File: config.mk
export PLATFORM = sky130hd
export DESIGN_NAME = csr_hpm
export DESIGN_NICKNAME = d
export VERILOG_FILES = /design/src/rtl/csr_hpm.sv
export SDC_FILE = /design/constraint.sdc
export NUM_CORES = 2
export LEC_CHECK = 0
export ABC_AREA = 1
export CELL_PAD_IN_SITES_DETAIL_PLACEMENT = 0
export CELL_PAD_IN_SITES_GLOBAL_PLACEMENT = 1
export CORE_MARGIN = 2
export CORE_UTILIZATION = 45
export DETAILED_ROUTE_END_ITERATION = 6
export HOLD_SLACK_MARGIN = 0.08
export PLACE_DENSITY_LB_ADDON = 0.1
export SKIP_LAST_GASP = 1
export SLEW_MARGIN = 20
export SYNTH_ARGS = -nofsm -noshare
export SYNTH_HDL_FRONTEND = slang
export SYNTH_SLANG_ARGS = --single-unit
File: constraint.sdc
create_clock -name clock -period 43.4 [get_ports clock]
set_input_delay 6.51 -clock clock [delete_from_list [all_inputs] [get_ports clock]]
set_output_delay 6.51 -clock clock [all_outputs]
set_load 0.1 [all_outputs]
File: src/rtl/csr_hpm.sv
// Machine-mode hardware performance monitor CSR block: mcycle, minstret, mhpmcounters,
// their event selectors, mcountinhibit, user read-only shadows and identity constants.
module csr_hpm #(
    parameter int XLEN    = 32,
    parameter int NUM_HPM = 4,
    parameter int EVENT_W = 8
) (
    input  logic                 clock,
    input  logic                 reset,
    input  logic                 wen,
    input  logic [11:0]          addr,
    input  logic [XLEN-1:0]      wdata,
    input  logic                 inst_retire,
    input  logic [EVENT_W-1:0]   events,
    output logic [XLEN-1:0]      rdata,
    output logic                 illegal,
    output logic [NUM_HPM+2:0]   ovf
);

    localparam int NCNT = NUM_HPM + 3;
    localparam int NEVT = (NUM_HPM > 0) ? NUM_HPM : 1;

    localparam logic [63:0] MISA_VAL  = (XLEN == 32) ? 64'h0000_0000_4000_1000
                                                     : 64'h8000_0000_0000_1000;
    localparam logic [63:0] MVENDORID = 64'h0000_0000_6265_6B61;
    localparam logic [63:0] MARCHID   = 64'h0000_0000_0531_8008;

    logic [63:0]        cnt_q [NCNT];
    logic [63:0]        cnt_d [NCNT];
    logic [EVENT_W-1:0] evt_q [NEVT];
    logic [EVENT_W-1:0] evt_d [NEVT];
    logic [NCNT-1:0]    inh_q, inh_d;
    logic [NCNT-1:0]    ovf_q, ovf_d;

    logic [63:0]        wdata64;
    logic [XLEN-1:0]    rd_val;
    logic               impl;
    logic               ro;
    logic               we;
    logic [NCNT-1:0]    sel_lo;
    logic [NCNT-1:0]    sel_hi;
    logic [NCNT-1:0]    inc;
    logic               sel_inh;
    logic [NEVT-1:0]    sel_evt;

    assign wdata64 = 64'(wdata);

    // Address decode and read mux; index 1 (the unimplemented mtime slot) never decodes.
    always_comb begin
        impl    = 1'b0;
        ro      = 1'b0;
        rd_val  = '0;
        sel_lo  = '0;
        sel_hi  = '0;
        sel_inh = 1'b0;
        sel_evt = '0;
        for (int k = 0; k < NCNT; k++) begin
            if (k != 1) begin
                if (addr == 12'(32'hB00 + k)) begin
                    impl      = 1'b1;
                    sel_lo[k] = 1'b1;
                    rd_val    = XLEN'(cnt_q[k]);
                end
                if (XLEN == 32 && addr == 12'(32'hB80 + k)) begin
                    impl      = 1'b1;
                    sel_hi[k] = 1'b1;
                    rd_val    = XLEN'(cnt_q[k][63:32]);
                end
                if (addr == 12'(32'hC00 + k)) begin
                    impl   = 1'b1;
                    ro     = 1'b1;
                    rd_val = XLEN'(cnt_q[k]);
                end
                if (XLEN == 32 && addr == 12'(32'hC80 + k)) begin
                    impl   = 1'b1;
                    ro     = 1'b1;
                    rd_val = XLEN'(cnt_q[k][63:32]);
                end
            end
        end
        for (int i = 0; i < NUM_HPM; i++) begin
            if (addr == 12'(32'h323 + i)) begin
                impl       = 1'b1;
                sel_evt[i] = 1'b1;
                rd_val     = XLEN'(evt_q[i]);
            end
        end
        case (addr)
            12'h320: begin
                impl    = 1'b1;
                sel_inh = 1'b1;
                rd_val  = XLEN'(inh_q);
            end
            12'h301: begin
                impl   = 1'b1;
                ro     = 1'b1;
                rd_val = XLEN'(MISA_VAL);
            end
            12'hF11: begin
                impl   = 1'b1;
                ro     = 1'b1;
                rd_val = XLEN'(MVENDORID);
            end
            12'hF12: begin
                impl   = 1'b1;
                ro     = 1'b1;
                rd_val = XLEN'(MARCHID);
            end
            default: ;
        endcase
    end

    assign illegal = !impl || (wen && ro);
    assign we      = wen && !illegal;
    assign rdata   = rd_val;
    assign ovf     = ovf_q;

    // Next state: a write to either half of a counter suppresses its increment and its wrap pulse.
    always_comb begin
        inc    = '0;
        inc[0] = !inh_q[0];
        inc[2] = inst_retire && !inh_q[2];
        for (int i = 0; i < NUM_HPM; i++) begin
            inc[3+i] = (|(events & evt_q[i])) && !inh_q[3+i];
        end

        ovf_d = '0;
        for (int k = 0; k < NCNT; k++) begin
            cnt_d[k] = cnt_q[k];
            if (we && sel_lo[k]) begin
                cnt_d[k] = (XLEN == 32) ? {cnt_q[k][63:32], wdata64[31:0]} : wdata64;
            end else if (we && sel_hi[k]) begin
                cnt_d[k] = {wdata64[31:0], cnt_q[k][31:0]};
            end else if (inc[k]) begin
                cnt_d[k] = cnt_q[k] + 64'd1;
                ovf_d[k] = &cnt_q[k];
            end
        end

        inh_d = inh_q;
        if (we && sel_inh) begin
            inh_d    = wdata64[NCNT-1:0];
            inh_d[1] = 1'b0;
        end

        for (int i = 0; i < NEVT; i++) begin
            evt_d[i] = evt_q[i];
            if (we && sel_evt[i]) begin
                evt_d[i] = wdata64[EVENT_W-1:0];
            end
        end
    end

    always_ff @(posedge clock or posedge reset) begin
        if (reset) begin
            for (int k = 0; k < NCNT; k++) begin
                cnt_q[k] <= '0;
            end
            for (int i = 0; i < NEVT; i++) begin
                evt_q[i] <= '0;
            end
            inh_q <= '0;
            ovf_q <= '0;
        end else begin
            for (int k = 0; k < NCNT; k++) begin
                cnt_q[k] <= cnt_d[k];
            end
            for (int i = 0; i < NEVT; i++) begin
                evt_q[i] <= evt_d[i];
            end
            inh_q <= inh_d;
            ovf_q <= ovf_d;
        end
    end

endmodule

# ---- Word level (Yosys, flattened, before mapping)
# Index checks and enable logic that the tools add are counted.
dict set report classes {
  n_addsub 6
  multipliers 0
  n_div 0
  n_lt_le_gt_ge 0
  eq_ne 40
  n_shift 0
  muxes 123
  n_bitwise 10
  reduce_logical 66
}
# op n
set ops {}
lappend ops {{32-bit two-way mux} 34}
lappend ops {{64-bit two-way mux} 12}
lappend ops {{64-bit by 1-bit adder with 64-bit output (second input constant)} 6}
lappend ops {{64-bit AND reduction} 6}
lappend ops {{12-bit == test (second input constant)} 26}
lappend ops {{32-bit one-hot mux with 4 select lines} 1}
lappend ops {{1-bit two-way mux} 76}
lappend ops {{12-bit by 10-bit == test with 1-bit output (second input constant)} 6}
lappend ops {{8-bit AND} 4}
lappend ops {{8-bit OR reduction} 4}
lappend ops {{1-bit logical AND} 24}
lappend ops {{2-bit AND reduction} 12}
lappend ops {{2-bit nonzero test} 10}
lappend ops {{2-bit inequality test (second input constant)} 6}
lappend ops {{1-bit logical NOT} 7}
lappend ops {{1-bit inverter} 6}
lappend ops {{2-bit by 1-bit inequality test with 1-bit output (second input constant)} 2}
lappend ops {{4-bit OR reduction} 1}
lappend ops {{3-bit OR reduction} 1}
lappend ops {{1-bit logical OR} 1}
dict set report word_totals {
  register_bits 428
  latchBits 0
  ram_bits 0
  mem_bits_ro 0
  in_bits 56
  output_inout_bits 40
  word_cells 263
  memories 0
}

# ---- Depth between registers and ports, before layout
dict set report depth {
  word_depth 37
  mapped_depth 27
  ltp_nobuf 26
}

# ---- Least setup slack after synthesis
# Ideal clock, no wire load.
dict set report synth_path {
  path_type {in2out}
  start {in addr[0]}
  end {out rdata[27]}
  t_arrival_ns 9.619
  required_time_ns 36.890
  path_slack_ns 27.271
  path_stages 21
  n_path_buf 2
  path_cell_list {nor2_1 -> nand2_1 -> nor2_2 -> o21ai_0 -> inv_1 -> buf_2 -> buf_1 -> o211ai_1 -> nand2_1 -> a21oi_1 -> nor2_1 -> o21bai_1 -> nand2_1 -> nand2_1 -> nand2_1 -> nand2_1 -> nand4_1 -> nand2_1 -> nand4_1 -> a21oi_1 -> nor2_1}
}
dict set report synth_between {
  elab_chain_len 30
  elab_cells_between_ends 61
  cone_classes {eq/ne (32); mux (29)}
}
# element line
set synth_lines {}
lappend synth_lines {{from (decl)} 11} ;# input logic [11:0] addr,
lappend synth_lines {{12-bit == test} 59} ;# if (addr == 12'(32'hB00 + k)) begin
lappend synth_lines {{32-bit two-way mux} 59}
lappend synth_lines {{32-bit two-way mux} 64} ;# if (XLEN == 32 && addr == 12'(32'hB80 + k)) begin
lappend synth_lines {{32-bit two-way mux} 69} ;# if (addr == 12'(32'hC00 + k)) begin
lappend synth_lines {{32-bit two-way mux} 74} ;# if (XLEN == 32 && addr == 12'(32'hC80 + k)) begin
lappend synth_lines {{32-bit two-way mux} 59}
lappend synth_lines {{32-bit two-way mux} 64}
lappend synth_lines {{32-bit two-way mux} 69}
lappend synth_lines {{(+11 left out)} --}
lappend synth_lines {{32-bit two-way mux} 69}
lappend synth_lines {{32-bit two-way mux} 74}
lappend synth_lines {{32-bit two-way mux} 59}
lappend synth_lines {{32-bit two-way mux} 64}
lappend synth_lines {{32-bit two-way mux} 69}
lappend synth_lines {{32-bit two-way mux} 74}
lappend synth_lines {{32-bit two-way mux (4 in series)} 82} ;# if (addr == 12'(32'h323 + i)) begin
lappend synth_lines {{32-bit one-hot mux with 4 select lines (*)} 88} ;# case (addr)
lappend synth_lines {{to (decl)} 15} ;# output logic [XLEN-1:0] rdata,
# Every way passes the cells marked *; elsewhere a longest branch is shown, timed or not.

# ---- Worst setup path after layout
dict set report layout_path {
  start {in addr[0]}
  end {out rdata[3]}
}
# The elaborated chain is that of the path after synthesis.

==> results.env <==
CTS_HOLD_BUFFERS=0
MOST_AREA_CONSUMING_CELLS_AFTER_SYNTHESIS='sky130_fd_sc_hd__dfrtp_1, sky130_fd_sc_hd__nand2_1, sky130_fd_sc_hd__inv_1'
CTS_TREE='built'
FIN_WORST_SKEW_PS=28.9
DIE_Y_UM=283
FIRST_GLOBAL_VIAS=37400
HPWL_UM=139000
CTS_MAX_PATH_BUFFERS=3
SETUP.WORST_PATH.CLASS='in -> out'
POSTSYNTHNETCOUNT=5430
VIA_PER_INST=6.45
FP-ROW-COUNT=102
NUMBER_OF_CTS_INSERTED_BUFFERS=55
DRCVIOLATIONCOUNT=0
DRIVE_GT1_SHARE_PCT=5.90
PATH_COMMON_CELL='sky130_fd_sc_hd__nand2_1'
CTSROOTBUFFERMASTER='sky130_fd_sc_hd__clkbuf_16'
RUN_STATUS='finished, final reports clean'
NETLIST_AREA_PRE_PLACE_SQ_UM=35100
START_KIND='input port'
CLOCK-SINKS=428
POSTSYNTHCELLCOUNT=5368
DETAIL_ROUTE.WL_PER_CELL_UM=29.3
DETAILROUTE.VIA_COUNT=41700
DRT_PRE_ANTENNA_ITERS=6
FINALCRITPERIODSHARE_PCT=43.1
DOMINANTREGCELLSYNTH='sky130_fd_sc_hd__dfrtp_1'
TIMING.CRITICAL_PATH.BUF_INV=4
WORST_IR_DROP_VDD_uV=27.7
POSTROUTEWIRELENGTH_UM=189000
SYN_AREA_PER_CELL_SQ_UM=6.54
CORE_REGION_AREA_SQ_UM=77300
NETLIST.AREA_LEADER.SHARE_PCT=30.5
NETS=5425
GRTUSAGETOTAL_PCT=45.6
CLK_TRANSITION_REPORTED_PATHS_PS=60
PORTBUFFERS=94
GPL.FINAL_WEIGHTED_CONGESTION=1.07
POSTSYNTH.ASYNCRESETSHARE_PCT=100
PATH_CELLS='clkdlybuf4s50_1 > inv_2 > nand2_1 > nor2_1 > nand2_1 > nor2_2 > inv_2 > nand2_1 > a21oi_1 > nand2_1 > nand2_1 > nand2_1 > nand4_1 > nor2_1 > nand4_1 > nor2_1 > nand4_1 > nor2_1 > nand4_1 > nor2_1 > nand4_1 > clkdlybuf4s50_1'
TIMING_HOLD_VIOLATIONS_FINAL=0
YOSYS_WARNINGS=0
FINISH.UTILIZATION_PCT=50.3
GRT_SETUP_UNREPAIRED='false'
DELAY_OF_THE_SLOWEST_CELL_ON_THE_WORST_PATH_PS=980
SETUP_VIOL_COUNT_FINAL=0
SYNTH_ENABLE_FLOP_CELLS=0
MINIMUM_SETUP_SLACK_IN_THE_FINAL_DESIGN_PS=24710
CP.ARRIVAL_PS=12180
SLEW_VIOL_FINAL=0
SYNTH_SEQ_CELLS=428
INSERTION_DELAY_TO_THE_LATER_SINK_OF_THE_WORST_SKEW_PAIR_PS=650
CRITICAL_PATH.MAX_FANOUT=27
CPMAXSTAGEDELAYCELL='sky130_fd_sc_hd__clkdlybuf4s50_1'
SYNTH.YOSYS.SEQ_AREA_SHARE_PCT=30.5
GLOBALROUTEOVERFLOWTOTAL=0
ANTENNA_LEFT=0
TIMING.FINAL.CRIT_PERIOD_PS=18690
YOSYSUNIQUECELLTYPES=65
LAYOUT.CELLS.MOST_COMMON='sky130_fd_sc_hd__nand2_1'
WORST_EP_REQUIRED_TIME_PS=36890
MAX_SLEW.WORST_PIN.SLEW_PS=1250
SYNTHDOMINANTAREACELLTYPE='sky130_fd_sc_hd__dfrtp_1'
CRIT_PATH_END_KIND='primary output'
FILLERINSTANCES=8220
FP.DIEAREA_SQ_UM=80200
CHIPWIDTH_UM=283
POST-PLACE-WS_PS=24930
ANTENNA_VIOLATIONS_BEFORE_REPAIR=18
CLOCK_TREE.HTREE_LEVEL_COUNT=2
POWER-PER-CELL-AREA_nW_PER_UM2=29.9
MIN-DELAY-PATH-CLASS='reg -> reg'
INITIAL_CORE_UTIL_PCT=45.4
IO-PIN-COUNT=96
WORST_SLEW_MARGIN_RELATIVE_TO_ITS_LIMIT_PCT=16.2
LAYOUT.CELLS.MOST_COMMON_LIST='sky130_fd_sc_hd__nand2_1, sky130_fd_sc_hd__inv_1, sky130_fd_sc_hd__o21ai_0, sky130_fd_sc_hd__dfrtp_1, sky130_fd_sc_hd__a21oi_1'
CTS_RESIZED=0
CTS_SETUP_BUFFERS=0
GRT_FIRST_PASS_WIRELENGTH_UM=270000
SYN2LAYOUT_AREA_GROWTH_PCT=10.9
TOTAL_LEAKAGE_POWER_nW=16.9
LARGEST_NET_DEGREE_AT_THE_START_OF_GLOBAL_ROUTING=128
TIMING.SETUP.TNS_PS=0
CAP_VIOLATIONS=0
TIMING.CRITICAL_PATH.MAX_DELAY_FAMILY='simple AND/OR/NAND/NOR gates'
DRT_ITER0_MARKERS=6805
MAXIMUM_CLOCK_FREQUENCY_GHz=0.0535
## path summary, 6_finish.rpt
kind	from	end	slack [ps]	cells after the start
max	addr[0]	rdata[3]	24710	22
min	evt_q[6]	evt_q[6]	490	2
max reg2reg	cnt_q[128]	ovf[4]	39260	19
min reg2reg	evt_q[6]	evt_q[6]	490	2
max in group asynchronous	reset	evt_q[8]	34630	4
min in group asynchronous	reset	cnt_q[215]	6420	2
## state kept, by name, indices dropped and copies added (netlist names)
name	flops
cnt_q	384
evt_q	32
inh_q	6
ovf	6
## cell usage after synthesis, types with 9 or more instances
cell                       instances
sky130_fd_sc_hd__nand2_1        1229
sky130_fd_sc_hd__inv_1           678
sky130_fd_sc_hd__o21ai_0         480
sky130_fd_sc_hd__dfrtp_1         428
sky130_fd_sc_hd__a21oi_1         397
sky130_fd_sc_hd__nor2_1          362
sky130_fd_sc_hd__nand3_1         282
sky130_fd_sc_hd__xor2_1          249
sky130_fd_sc_hd__nor3_1          185
sky130_fd_sc_hd__nand4_1         168
sky130_fd_sc_hd__clkbuf_1        159
sky130_fd_sc_hd__nor4_1          128
sky130_fd_sc_hd__o221ai_1        100
sky130_fd_sc_hd__o211ai_1         70
sky130_fd_sc_hd__a22oi_1          57
sky130_fd_sc_hd__buf_2            54
sky130_fd_sc_hd__inv_2            52
sky130_fd_sc_hd__o21ai_1          36
sky130_fd_sc_hd__o22ai_1          26
sky130_fd_sc_hd__a221oi_1         25
sky130_fd_sc_hd__nand3b_1         21
sky130_fd_sc_hd__nor2_2           19
sky130_fd_sc_hd__o31ai_1          17
sky130_fd_sc_hd__nor3_2           14
sky130_fd_sc_hd__buf_1            12
sky130_fd_sc_hd__nand2_2          11
sky130_fd_sc_hd__a31oi_1           9
sky130_fd_sc_hd__clkinv_1          9
sky130_fd_sc_hd__nor2_4            9
## area by class of cell
| type | instances | area, sq um | area share (%) |
|---|---|---|---|
| multi-input cells | 3970 | 20700 | 53.2 |
| clock buffers | 76 | 1610 | 4.13 |
| inverters | 740 | 2790 | 7.17 |
| diodes | 17 | 42.5 | 0.109 |
| clock inverters | 23 | 249 | 0.640 |
| repair buffers | 168 | 1510 | 3.88 |
| flip-flops and latches | 428 | 10700 | 27.5 |
| well taps | 1040 | 1300 | 3.35 |
## kinds of logic (layout without fill, tap and decap cells)
kind of cell	count (synthesis)	after routing	synth area share, %
other cells	1	18	0.0107
flops	428	428	30.5
buf+inv	970	1007	10.7
mux	2	2	0.0642
xor+xnor	254	254	6.34
simple gates	2461	2461	31.6
fa+ha+maj	6	6	0.214
compound gates	1246	1246	20.6
## worst min-delay path: stages, from the launching register on
cell and delay (ps):
sky130_fd_sc_hd__dfrtp_1 340, sky130_fd_sc_hd__nand2_1 50, sky130_fd_sc_hd__o21ai_0 60
## stage by stage
step                      cell area, sq um  hold slack, ps  std cells  total power [mW]
after global routing                 38900             534       6448              1.19
after global placement               37000             467       6346             0.661
after CTS                            38900             488       6445              1.15
final                                38900             491       6462              1.16
after detailed placement             37000             473       6346             0.663
after floorplan                      35100             453       5368             0.576
## report_power, final
group	leakage, nW	internal, mW	switching, mW
clock network	0.927	0.286	0.209
registers	5.07	0.431	0.0512
logic	10.9	0.0519	0.133
total	16.9	0.768	0.393
## routing by layer
| metal | wire (um) | up-vias | track usage [%] |
|---|---|---|---|
| met1 | 75200 | 19900 | 63.0 |
| met3 | 25500 | 598 | 13.0 |
| li1 | - | 18200 | - |
| met4 | 13700 | 20 | 28.5 |
| met2 | 74800 | 2941 | 62.1 |
| met5 | 130 | - | 0 |
(Power assumes the default switching activity.)
